## src/rtl/native_ahb_bridge.sv

```systemverilog
// native_ahb_bridge
//   Converts a simple native memory request (valid/ready handshake) into a
//   single AHB-Lite NONSEQ transfer. Each transfer passes through
//   IDLE -> ADDR -> DATA -> DONE. All AHB and native outputs are registered.
//
// Ports
//   HCLK, HRESETn            clock (rising edge), async active-low reset
//   mem_valid/mem_instr/mem_addr/mem_wdata/mem_wstrb
//                            native request (wstrb == 0 means read)
//   mem_ready/mem_rdata      native response (one-cycle ready pulse)
//   HADDR..HWDATA            AHB-Lite master outputs
//   HRDATA/HREADY/HRESP      AHB-Lite master inputs
//   bus_err/err_addr/err_clr sticky error flag, last errored address, clear
module native_ahb_bridge #(
  parameter int unsigned ADDR_W    = 32,
  parameter logic [31:0] ERR_RDATA = 32'hDEAD_BEEF,
  parameter bit          PRIV      = 1'b1
) (
  input  logic              HCLK,
  input  logic              HRESETn,
  input  logic              mem_valid,
  input  logic              mem_instr,
  input  logic [ADDR_W-1:0] mem_addr,
  input  logic [31:0]       mem_wdata,
  input  logic [3:0]        mem_wstrb,
  output logic              mem_ready,
  output logic [31:0]       mem_rdata,
  output logic [ADDR_W-1:0] HADDR,
  output logic              HWRITE,
  output logic [1:0]        HTRANS,
  output logic [2:0]        HSIZE,
  output logic [2:0]        HBURST,
  output logic [3:0]        HPROT,
  output logic              HMASTLOCK,
  output logic [31:0]       HWDATA,
  input  logic [31:0]       HRDATA,
  input  logic              HREADY,
  input  logic              HRESP,
  output logic              bus_err,
  output logic [ADDR_W-1:0] err_addr,
  input  logic              err_clr
);

  typedef enum logic [1:0] {IDLE, ADDR, DATA, DONE} state_t;

  state_t      state, state_nxt;
  logic [31:0] wdata_q;
  logic [1:0]  req_lsb;
  logic [2:0]  req_size;
  logic        unused_addr_lsb;

  // Byte lanes come from the strobes, not the core address.
  assign unused_addr_lsb = &{1'b0, mem_addr[1:0]};

  assign HBURST    = 3'b000;
  assign HMASTLOCK = 1'b0;

  always_ff @(posedge HCLK or negedge HRESETn) begin
    if (!HRESETn) state <= IDLE;
    else          state <= state_nxt;
  end

  always_comb begin
    state_nxt = state;
    case (state)
      IDLE:    if (mem_valid) state_nxt = ADDR;
      ADDR:    if (HREADY)    state_nxt = DATA;
      DATA:    if (HREADY)    state_nxt = DONE;
      DONE:                   state_nxt = IDLE;
      default:                state_nxt = IDLE;
    endcase
  end

  // Transfer size and low address bits derived from the write strobes.
  always_comb begin
    req_lsb  = 2'b00;
    req_size = 3'b010;
    case (mem_wstrb)
      4'b0001: begin req_size = 3'b000; req_lsb = 2'd0; end
      4'b0010: begin req_size = 3'b000; req_lsb = 2'd1; end
      4'b0100: begin req_size = 3'b000; req_lsb = 2'd2; end
      4'b1000: begin req_size = 3'b000; req_lsb = 2'd3; end
      4'b0011: begin req_size = 3'b001; req_lsb = 2'd0; end
      4'b1100: begin req_size = 3'b001; req_lsb = 2'd2; end
      default: ;
    endcase
  end

  always_ff @(posedge HCLK or negedge HRESETn) begin
    if (!HRESETn) begin
      HTRANS    <= 2'b00;
      HADDR     <= '0;
      HWRITE    <= 1'b0;
      HSIZE     <= 3'b000;
      HPROT     <= 4'b0000;
      HWDATA    <= '0;
      wdata_q   <= '0;
      mem_ready <= 1'b0;
      mem_rdata <= '0;
      bus_err   <= 1'b0;
      err_addr  <= '0;
    end else begin
      // Placed before the state case so an error completing this cycle wins.
      if (err_clr) bus_err <= 1'b0;
      case (state)
        IDLE: begin
          if (mem_valid) begin
            HTRANS  <= 2'b10;
            HADDR   <= {mem_addr[ADDR_W-1:2], req_lsb};
            HWRITE  <= (mem_wstrb != 4'b0000);
            HSIZE   <= req_size;
            HPROT   <= {2'b00, PRIV, ~mem_instr};
            wdata_q <= mem_wdata;
          end
        end
        ADDR: begin
          if (HREADY) begin
            HTRANS <= 2'b00;
            HWDATA <= wdata_q;
          end
        end
        DATA: begin
          if (HREADY) begin
            mem_ready <= 1'b1;
            if (HRESP) begin
              bus_err  <= 1'b1;
              err_addr <= HADDR;
              if (!HWRITE) mem_rdata <= ERR_RDATA;
            end else if (!HWRITE) begin
              mem_rdata <= HRDATA;
            end
          end
        end
        DONE: mem_ready <= 1'b0;
        default: ;
      endcase
    end
  end

endmodule
```

## config.mk

```make
export PLATFORM = sky130hd
export DESIGN_NAME = native_ahb_bridge
export DESIGN_NICKNAME = d
export VERILOG_FILES = /design/src/rtl/native_ahb_bridge.sv
export SDC_FILE = /design/constraint.sdc
export NUM_CORES = 1
export LEC_CHECK = 0
export CAP_MARGIN = 20
export CORE_MARGIN = 2
export CORE_UTILIZATION = 48
export DETAILED_ROUTE_END_ITERATION = 8
export PLACE_DENSITY_LB_ADDON = 0.12
export SLEW_MARGIN = 10
export SYNTH_ARGS = -nofsm -noshare
export SYNTH_HDL_FRONTEND = slang
export SYNTH_SLANG_ARGS = --single-unit
```

## constraint.sdc

```tcl
create_clock -name HCLK -period 3.7 [get_ports HCLK]
set_input_delay 0.74 -clock HCLK [delete_from_list [all_inputs] [get_ports HCLK]]
set_output_delay 0.74 -clock HCLK [all_outputs]
set_load 0.01 [all_outputs]
```

; Yosys cells after proc, flatten, opt, wreduce, memory -nomap -nowiden
; Index checks and enable logic that the tools add are counted.
[word_totals]
inputBits = 107
wordCells = 58
output_inout_bits = 144
ff_bits = 172
[classes]
bitwise_logic = 2
n_reduce_logical = 14
mux = 18
n_eq_ne = 12
[ops]
columns = op, count
row1 = $mux W32, 3
row2 = $reduce_and A3 Y1, 4
row3 = $mux W2, 5
row4 = $eq A4 B2 Y1 const B, 2
row5 = $eq A4 B4 Y1 const B, 2
row6 = $pmux W2 S2, 2
row7 = $pmux W2 S4, 1
row8 = $ne A2 B2 Y1 const B, 3
row9 = $pmux W2 S3, 1
row10 = $reduce_and A2 Y1, 3
row11 = $mux W1, 5
row12 = $eq A2 B2 Y1 const B, 2
row13 = $eq A4 B1 Y1 const B, 1
row14 = $eq A4 B3 Y1 const B, 1
row15 = $reduce_bool A2 Y1, 2
row16 = $reduce_bool A4 Y1, 1
row17 = $reduce_or A2 Y1, 2
row18 = $reduce_or A4 Y1, 1
row19 = $eq A2 B1 Y1 const B, 1
row20 = $logic_not A2 Y1, 1
row21 = $not A1 Y1, 2
row22 = $pmux W1 S2, 1

; Logic depth before layout (Yosys ltp)
; Gate-level depths: netlist (run 1).
[depth]
ltp_word = 4
depth_mapped = 7
mapped_depth_nobuf = 5

; Worst setup path after synthesis (run 1)
; OpenSTA, ideal clock, no wires.
[synth_path]
path_kind = input-to-reg
start = input HREADY
end = register HWDATA[10]
path_stages = 4
t_required_ns = 3.575
arrival_ns = 1.500
setup_slack_ns = 2.075
path_buffers = 2
setup_time_ns = 0.125
cell_sequence = buf_4 > nand2_2 > buf_4 > mux2_2
[synth_via]
elab_chain_cells = 1
[synth_lines]
columns = element, line_no
row1 = from (decl), 37  ; input logic HREADY,
row2 = $reduce_and A2 Y1 (no source line), n/a
row3 = to (signal assigned), 119  ; HWDATA <= wdata_q;
row4 = to (decl), 35  ; output logic [31:0] HWDATA,
; Every way passes these cells.
; A chain may end at the register's enable or synchronous reset.

; Worst setup path after layout (run 1)
[layout_path]
start = input HREADY
end = register err_addr[4]
[layout_via]
elab_chain_cells = 1
[layout_lines]
columns = element, line_no
row1 = $reduce_and A3 Y1 (no source line), n/a
row2 = to (signal assigned), 101  ; err_addr <= '0;
row3 = to (signal assigned), 127  ; err_addr <= HADDR;
row4 = to (decl), 40  ; output logic [ADDR_W-1:0] err_addr,
; Every way passes these cells.

==> results of run 1 <==
[sequential cells by signal, indices dropped and copies added, names as in the netlist, 2 cells and up]
name,cells
HPROT,2
mem_rdata,32
state,2
wdata_q,32
err_addr,32
HWDATA,32
HADDR,32
HSIZE,2
[final cells by class]
class | count | area [um2]
Timing Repair Buffer | 244 | 2450
Tap cell | 180 | 225
Inverter | 5 | 18.8
Clock buffer | 19 | 453
Clock inverter | 13 | 166
Multi-Input combinational cell | 270 | 2300
Sequential cell | 170 | 4250
Fill cell | 946 | 3960
[synth_stat cells (all sizes together)]
library cell / count / area share [%]
buf: 24 / 3.0
a22oi: 1 / 0.11
a21oi: 1 / 0.074
mux2i: 2 / 0.30
xnor2: 1 / 0.13
xor2: 1 / 0.13
a21o: 1 / 0.11
clkbuf: 9 / 0.52
nor4bb: 1 / 0.15
ha: 5 / 0.92
dfrtp: 170 / 63
nand3b: 1 / 0.17
nand2b: 10 / 0.92
o2bb2ai: 1 / 0.13
nor2b: 1 / 0.092
a31oi: 1 / 0.092
o21ai: 37 / 2.7
nand3: 1 / 0.26
o41ai: 2 / 0.48
nand2: 39 / 2.2
nor2: 27 / 1.5
inv: 5 / 0.28
mux2: 127 / 23
conb: 1 / 0.055
a22o: 1 / 0.13
nor3: 1 / 0.074
[where the power goes]
group          switching (mW)  internal, mW
registers               0.515          2.79
logic                    1.33          2.24
clock network           0.728          1.10
total                    2.57          6.13
[critical path, stage by stage]
cell and delay, ns:
sky130_fd_sc_hd__clkdlybuf4s50_1 0.66, sky130_fd_sc_hd__nand3_4 0.59, sky130_fd_sc_hd__mux2_4 0.51
[stage by stage]
stage	area, um2	hold WS (ns)	setup WS (ns)	utilization (%)	cells
after floorplan	6800	0.444	2.08	-	478
after global placement	9250	0.454	1.06	66.9	869
final	9860	0.305	1.47	71.3	901
after CTS	9860	0.321	1.47	71.3	901
after global routing	9860	0.338	1.40	71.3	901
after detailed placement	9250	0.455	1.04	66.9	869
[kinds of logic after synthesis]
group	synth area share, %
DFF	62.8
muxes	23.0
and+or+nand+nor	5.36
AOI/OAI and AO/OA	3.86
buffers and inverters	3.75
adders and majority gates	0.923
xor gates and xnor gates	0.259
other	0.0553
[worst min path at each step]
stage                              start                    end  slack [ns]  cells past startpoint
global route                     HRESETn  HADDR[22]$_DFFE_PN0P_        0.34                      1
global placement    HPROT[1]$_DFFE_PN0P_   HPROT[1]$_DFFE_PN0P_        0.45                      1
detailed placement  HPROT[1]$_DFFE_PN0P_   HPROT[1]$_DFFE_PN0P_        0.46                      1
CTS                              HRESETn  HADDR[22]$_DFFE_PN0P_        0.32                      1
floorplan                        HRESETn   HADDR[0]$_DFFE_PN0P_        0.44                      0
finish                           HRESETn  HADDR[22]$_DFFE_PN0P_        0.31                      1
[placed cells by master (no fill, tap or decap), types with 8 or more instances in the layout]
cell                              count
sky130_fd_sc_hd__o21ai_0             37
sky130_fd_sc_hd__conb_1               8
sky130_fd_sc_hd__clkdlybuf4s50_1    239
sky130_fd_sc_hd__mux2_4              29
sky130_fd_sc_hd__mux2_2              98
sky130_fd_sc_hd__dfrtp_1            170
sky130_fd_sc_hd__nor2_1              27
sky130_fd_sc_hd__clkbuf_16           17
sky130_fd_sc_hd__nand2_1             37
sky130_fd_sc_hd__nand2b_1            10
[metal layers]
metal	GRT usage [%]	vias up	share of wire [%]
met1	23.4	2201	40
met3	6.55	25	7.7
met5	0	-	0
met2	33.3	149	50
met4	9.41	0	2.7
li1	-	2061	-
==> summary.md, run 1 <==
### Drt
- 14800 um — total length of routed wires
- 4 — first-pass iteration count of the detailed router
- 4.92 — detailed-route vias per instance
- 16.4 um — routed len/inst
- 183 — violation count after the first detailed-routing iteration
- 0 — remaining routing DRC violations
- 0 — antenna violation net count after detailed routing
- 4436 — total vias in the final route

### Global route
- 0 — grt total ovfl
- 20.0% — Total GRT Usage
- 0 — number of antenna violations at the first check in global routing
- 22700 um — wire length of the first global-routing pass
- 76 — maximum number of pins on one net before global-route repair
- 4503 — via count of the first global-routing pass

### Clock tree
- 0.42 ns — Clock Latency Late Sink
- 170 — CTS sink count
- 4 — H-tree level count
- built — clock tree from TritonCTS
- 2 — Max Root-Sink Buffers
- sky130_fd_sc_hd__clkbuf_16 — buffer cell driving the clock tree root
- 0 — number of gates given a new drive strength after cts
- 0.07 ns — CTS clk-pin slew, worst paths
- 17 — total clock buffers created by CTS
- 0 — post-CTS setup repair buffer count
- 0 — hold buffer count at cts

### Finish
- 45.6% — post-synthesis to final-layout area growth
- 23.6% — share of final-layout standard cells stronger than drive strength 1
- 820 — Net count, final
- 0 — Ant. Diodes

### Worst setup path
- 4.00 ns — required time at the endpoint of the critical path
- 1.60 ns — minimum setup slack among reg-to-reg paths
- err_addr[4]$_DFFE_PN0P_ — Critical Path Sink
- input port — sort of element at the start of the critical path
- state[0]$_DFFE_PN0P_ — critical register-to-register path startpoint
- 2.53 ns — endpoint arrival time on the critical path
- register — Worst setup EP type
- 4 — cell count of the worst reg-to-reg path
- err_addr[4]$_DFFE_PN0P_ — worst r2r dst
- input port to register — critical path type
- HREADY — beginning of the critical path
- 33 — worst-path fanout max

### Logic synthesis
- 471 — Mapped Cells
- 62.8% — fraction of the yosys area taken by sequential cells
- 0.00678 mm2 — Syn Std Cell Area
- 0 — Synthesis Warnings
- 31 — number of distinct library cell variants in the gate-level netlist after synthesis
- 14.4 um2 — Post-Syn Area per Cell
- 170 — count of state elements after synthesis

### STA
- 0.00377 ns — clock tree skew after final layout
- 1.01 ns — slew at the pin closest to its max-slew limit
- 448 MHz — maximum operating frequency
- false — setup repair after global routing missed its margin
- 60.4% — period utilisation layout
- 0 — number of hold-slack violations in the final timing report
- 32.4% — headroom to the max-slew limit
- 0 — max-slew violation count
- 0 ns — total negative setup slack
- 2.23 ns — Min Clock Period, post-route
- 0 — count of final setup violators

### Pwr
- 883 mW/mm2 — Power Density
- 8.71 mW — post-layout total power
- 4.40 nW — Leak Pwr
- 0.000438 V — Peak supply drop

### Die
- 0.0138 mm2 — Std-Cell Core Area
- 0.0151 mm2 — floorplan die area
- 43 — row count
- 123 um — die boundary height
- 251 — count of boundary I/O pins
- 123 um — Die Wd
- 49.0% — effective utilization at floorplan

### Placement
- 0.809 — weighted congestion reported at the end of routability-driven placement
- 10200 um — HPWL Detailed
- 240 — IO Port Bufs

### Flow run
- 0 — maxcap violations

### Hold path
- input port to asynchronous set/reset pin — path category of the worst min-delay check

### Run status
- finished, final reports clean — outcome

Note: power is estimated with default switching activity, not from simulation.
==> run 2: changes to the inputs <==
- CORE_UTILIZATION: 48 -> 40
- clock period: 3.7 -> 1.8 ns (I/O delays scaled with it)
==> summary.md, run 2 (synthesized netlist as in run 1, its figures left out) <==
### Finish
- 0 — Ant. Diodes
- 239 x sky130_fd_sc_hd__clkdlybuf4s50_1, 170 x sky130_fd_sc_hd__dfrtp_1, 98 x sky130_fd_sc_hd__mux2_2, 37 x sky130_fd_sc_hd__o21ai_0, 37 x sky130_fd_sc_hd__nand2_1 — highest-count cells in the layout ignoring fill and taps
- 50.0% — post-synthesis to final-layout area growth
- 0.0102 mm2 — fin area
- 835 — Net count, final
- sky130_fd_sc_hd__clkdlybuf4s50_1 — leading cell type in the layout, fill and taps excluded
- 25.1% — share of final-layout standard cells stronger than drive strength 1
- 61.3% — Finished Core Util

### Worst setup path
- state[0]$_DFFE_PN0P_ — critical register-to-register path startpoint
- HTRANS[1]$_DFFE_PN0P_ — beginning of the critical path
- register to primary output — critical path type
- 0.58 ns — highest cell delay on the worst timing path
- 1.44 ns — required time at the endpoint of the critical path
- 5 — cell count of the worst reg-to-reg path
- sky130_fd_sc_hd__clkdlybuf4s50_1 — slowest library cell on the worst path
- 1 — critical path buffer and inverter count
- clkdlybuf4s50_1 — cells along the critical path
- primary output — Worst setup EP type
- register — sort of element at the start of the critical path
- state[1]$_DFFE_PN0P_ — worst r2r dst
- 3 — worst-path fanout max
- 1 — WP depth
- 1.36 ns — endpoint arrival time on the critical path
- HTRANS[1] — Critical Path Sink
- 0.17 ns — minimum setup slack among reg-to-reg paths
- buffers and inverters — cell family with the largest share of critical-path delay

### Die
- 134 um — die boundary height
- 40.9% — effective utilization at floorplan
- 251 — count of boundary I/O pins
- 0.0180 mm2 — floorplan die area
- 47 — row count
- 0.0166 mm2 — Std-Cell Core Area
- 134 um — Die Wd

### Clock tree
- sky130_fd_sc_hd__clkbuf_16 — buffer cell driving the clock tree root
- 0.07 ns — CTS clk-pin slew, worst paths
- 2 — Max Root-Sink Buffers
- 4 — H-tree level count
- 0.42 ns — Clock Latency Late Sink
- 17 — total clock buffers created by CTS
- 0 — post-CTS setup repair buffer count
- 170 — CTS sink count
- built — clock tree from TritonCTS

### STA
- 581 MHz — maximum operating frequency
- 0 — number of hold-slack violations in the final timing report
- 0 — count of final setup violators
- false — setup repair after global routing missed its margin
- 0.414 ns — Final Hold Slack
- 1.72 ns — Min Clock Period, post-route
- 0 — max-slew violation count
- 0.0776 ns — final setup margin
- 0.0109 ns — clock tree skew after final layout
- 95.7% — period utilisation layout

### Drt
- 0 — antenna violation net count after detailed routing
- 0 — remaining routing DRC violations
- 15400 um — total length of routed wires
- 16.1 um — routed len/inst
- 178 — violation count after the first detailed-routing iteration
- 4495 — total vias in the final route
- 4.70 — detailed-route vias per instance
- 4 — first-pass iteration count of the detailed router

### Placement
- 0.00951 mm2 — instance area after placement
- 0.788 — weighted congestion reported at the end of routability-driven placement
- 240 — IO Port Bufs
- -0.0250 ns — pre-CTS WS
- 11100 um — HPWL Detailed

### Pwr
- 0.000910 V — Peak supply drop
- 4.52 nW — Leak Pwr
- 18.2 mW — post-layout total power
- 1790 mW/mm2 — Power Density

### Global route
- 0 — grt total ovfl
- 0 — number of antenna violations at the first check in global routing
- 65 — maximum number of pins on one net before global-route repair
- 4787 — via count of the first global-routing pass
- 17.9% — Total GRT Usage
- 25200 um — wire length of the first global-routing pass

### Run status
- finished, final reports clean — outcome

### Hold path
- input port to asynchronous set/reset pin — path category of the worst min-delay check

### Flow run
- 0 — maxcap violations

run 2: cell count changes in the layout (fill, tap and decap cells not counted), sizes merged:
cell         delta
buf            +14
clkbuf          -2
inv             +2
bufinv          +1
clkinvlp        -1
dlygate4sd3     +1
run 2: metrics by stage:
stage	std cells	TNS, ns
floorplan	478	0
CTS	956	0
global route	956	0
global placement	923	0
detailed placement	923	-0.582
finish	956	0
run 2: repair_timing:
item                       CTS  global route
setup endpoints to repair    0             1
hold buffers                 1             0
gates resized for setup      0             1
hold endpoints to repair    30             0
run 2: worst min-delay path by stage:
stage / end / cells after the start
6_report: mem_rdata[18]$_DFFE_PN0P_ / 2
5_1_grt: mem_rdata[18]$_DFFE_PN0P_ / 2
4_1_cts: mem_rdata[18]$_DFFE_PN0P_ / 2
3_5_place_dp: mem_rdata[0]$_DFFE_PN0P_ / 1
3_3_place_gp: mem_rdata[0]$_DFFE_PN0P_ / 1
2_1_floorplan: HADDR[0]$_DFFE_PN0P_ / 0
run 2: cell type report:
type / count / area (um2)
clock inverters: 15 / 213
well taps: 220 / 275
multi-input cells: 270 / 2300
repair buffers: 259 / 2670
fillers: 1305 / 6420
clock buffers: 17 / 425
flip-flops and latches: 170 / 4250
inverters: 5 / 18.8
run 2: routing by layer:
layer | vias to the layer above | routed length, um | GRT usage (%)
met5 | - | 0 | 0
met4 | 0 | 289 | 6.20
met3 | 24 | 1250 | 6.54
met2 | 167 | 7510 | 29.5
met1 | 2214 | 6360 | 21.8
li1 | 2090 | - | -
run 2: report_power, final:
part	switching (mW)	internal, mW
clock	1.55	2.36
sequential	1.07	5.74
combinational	2.76	4.74
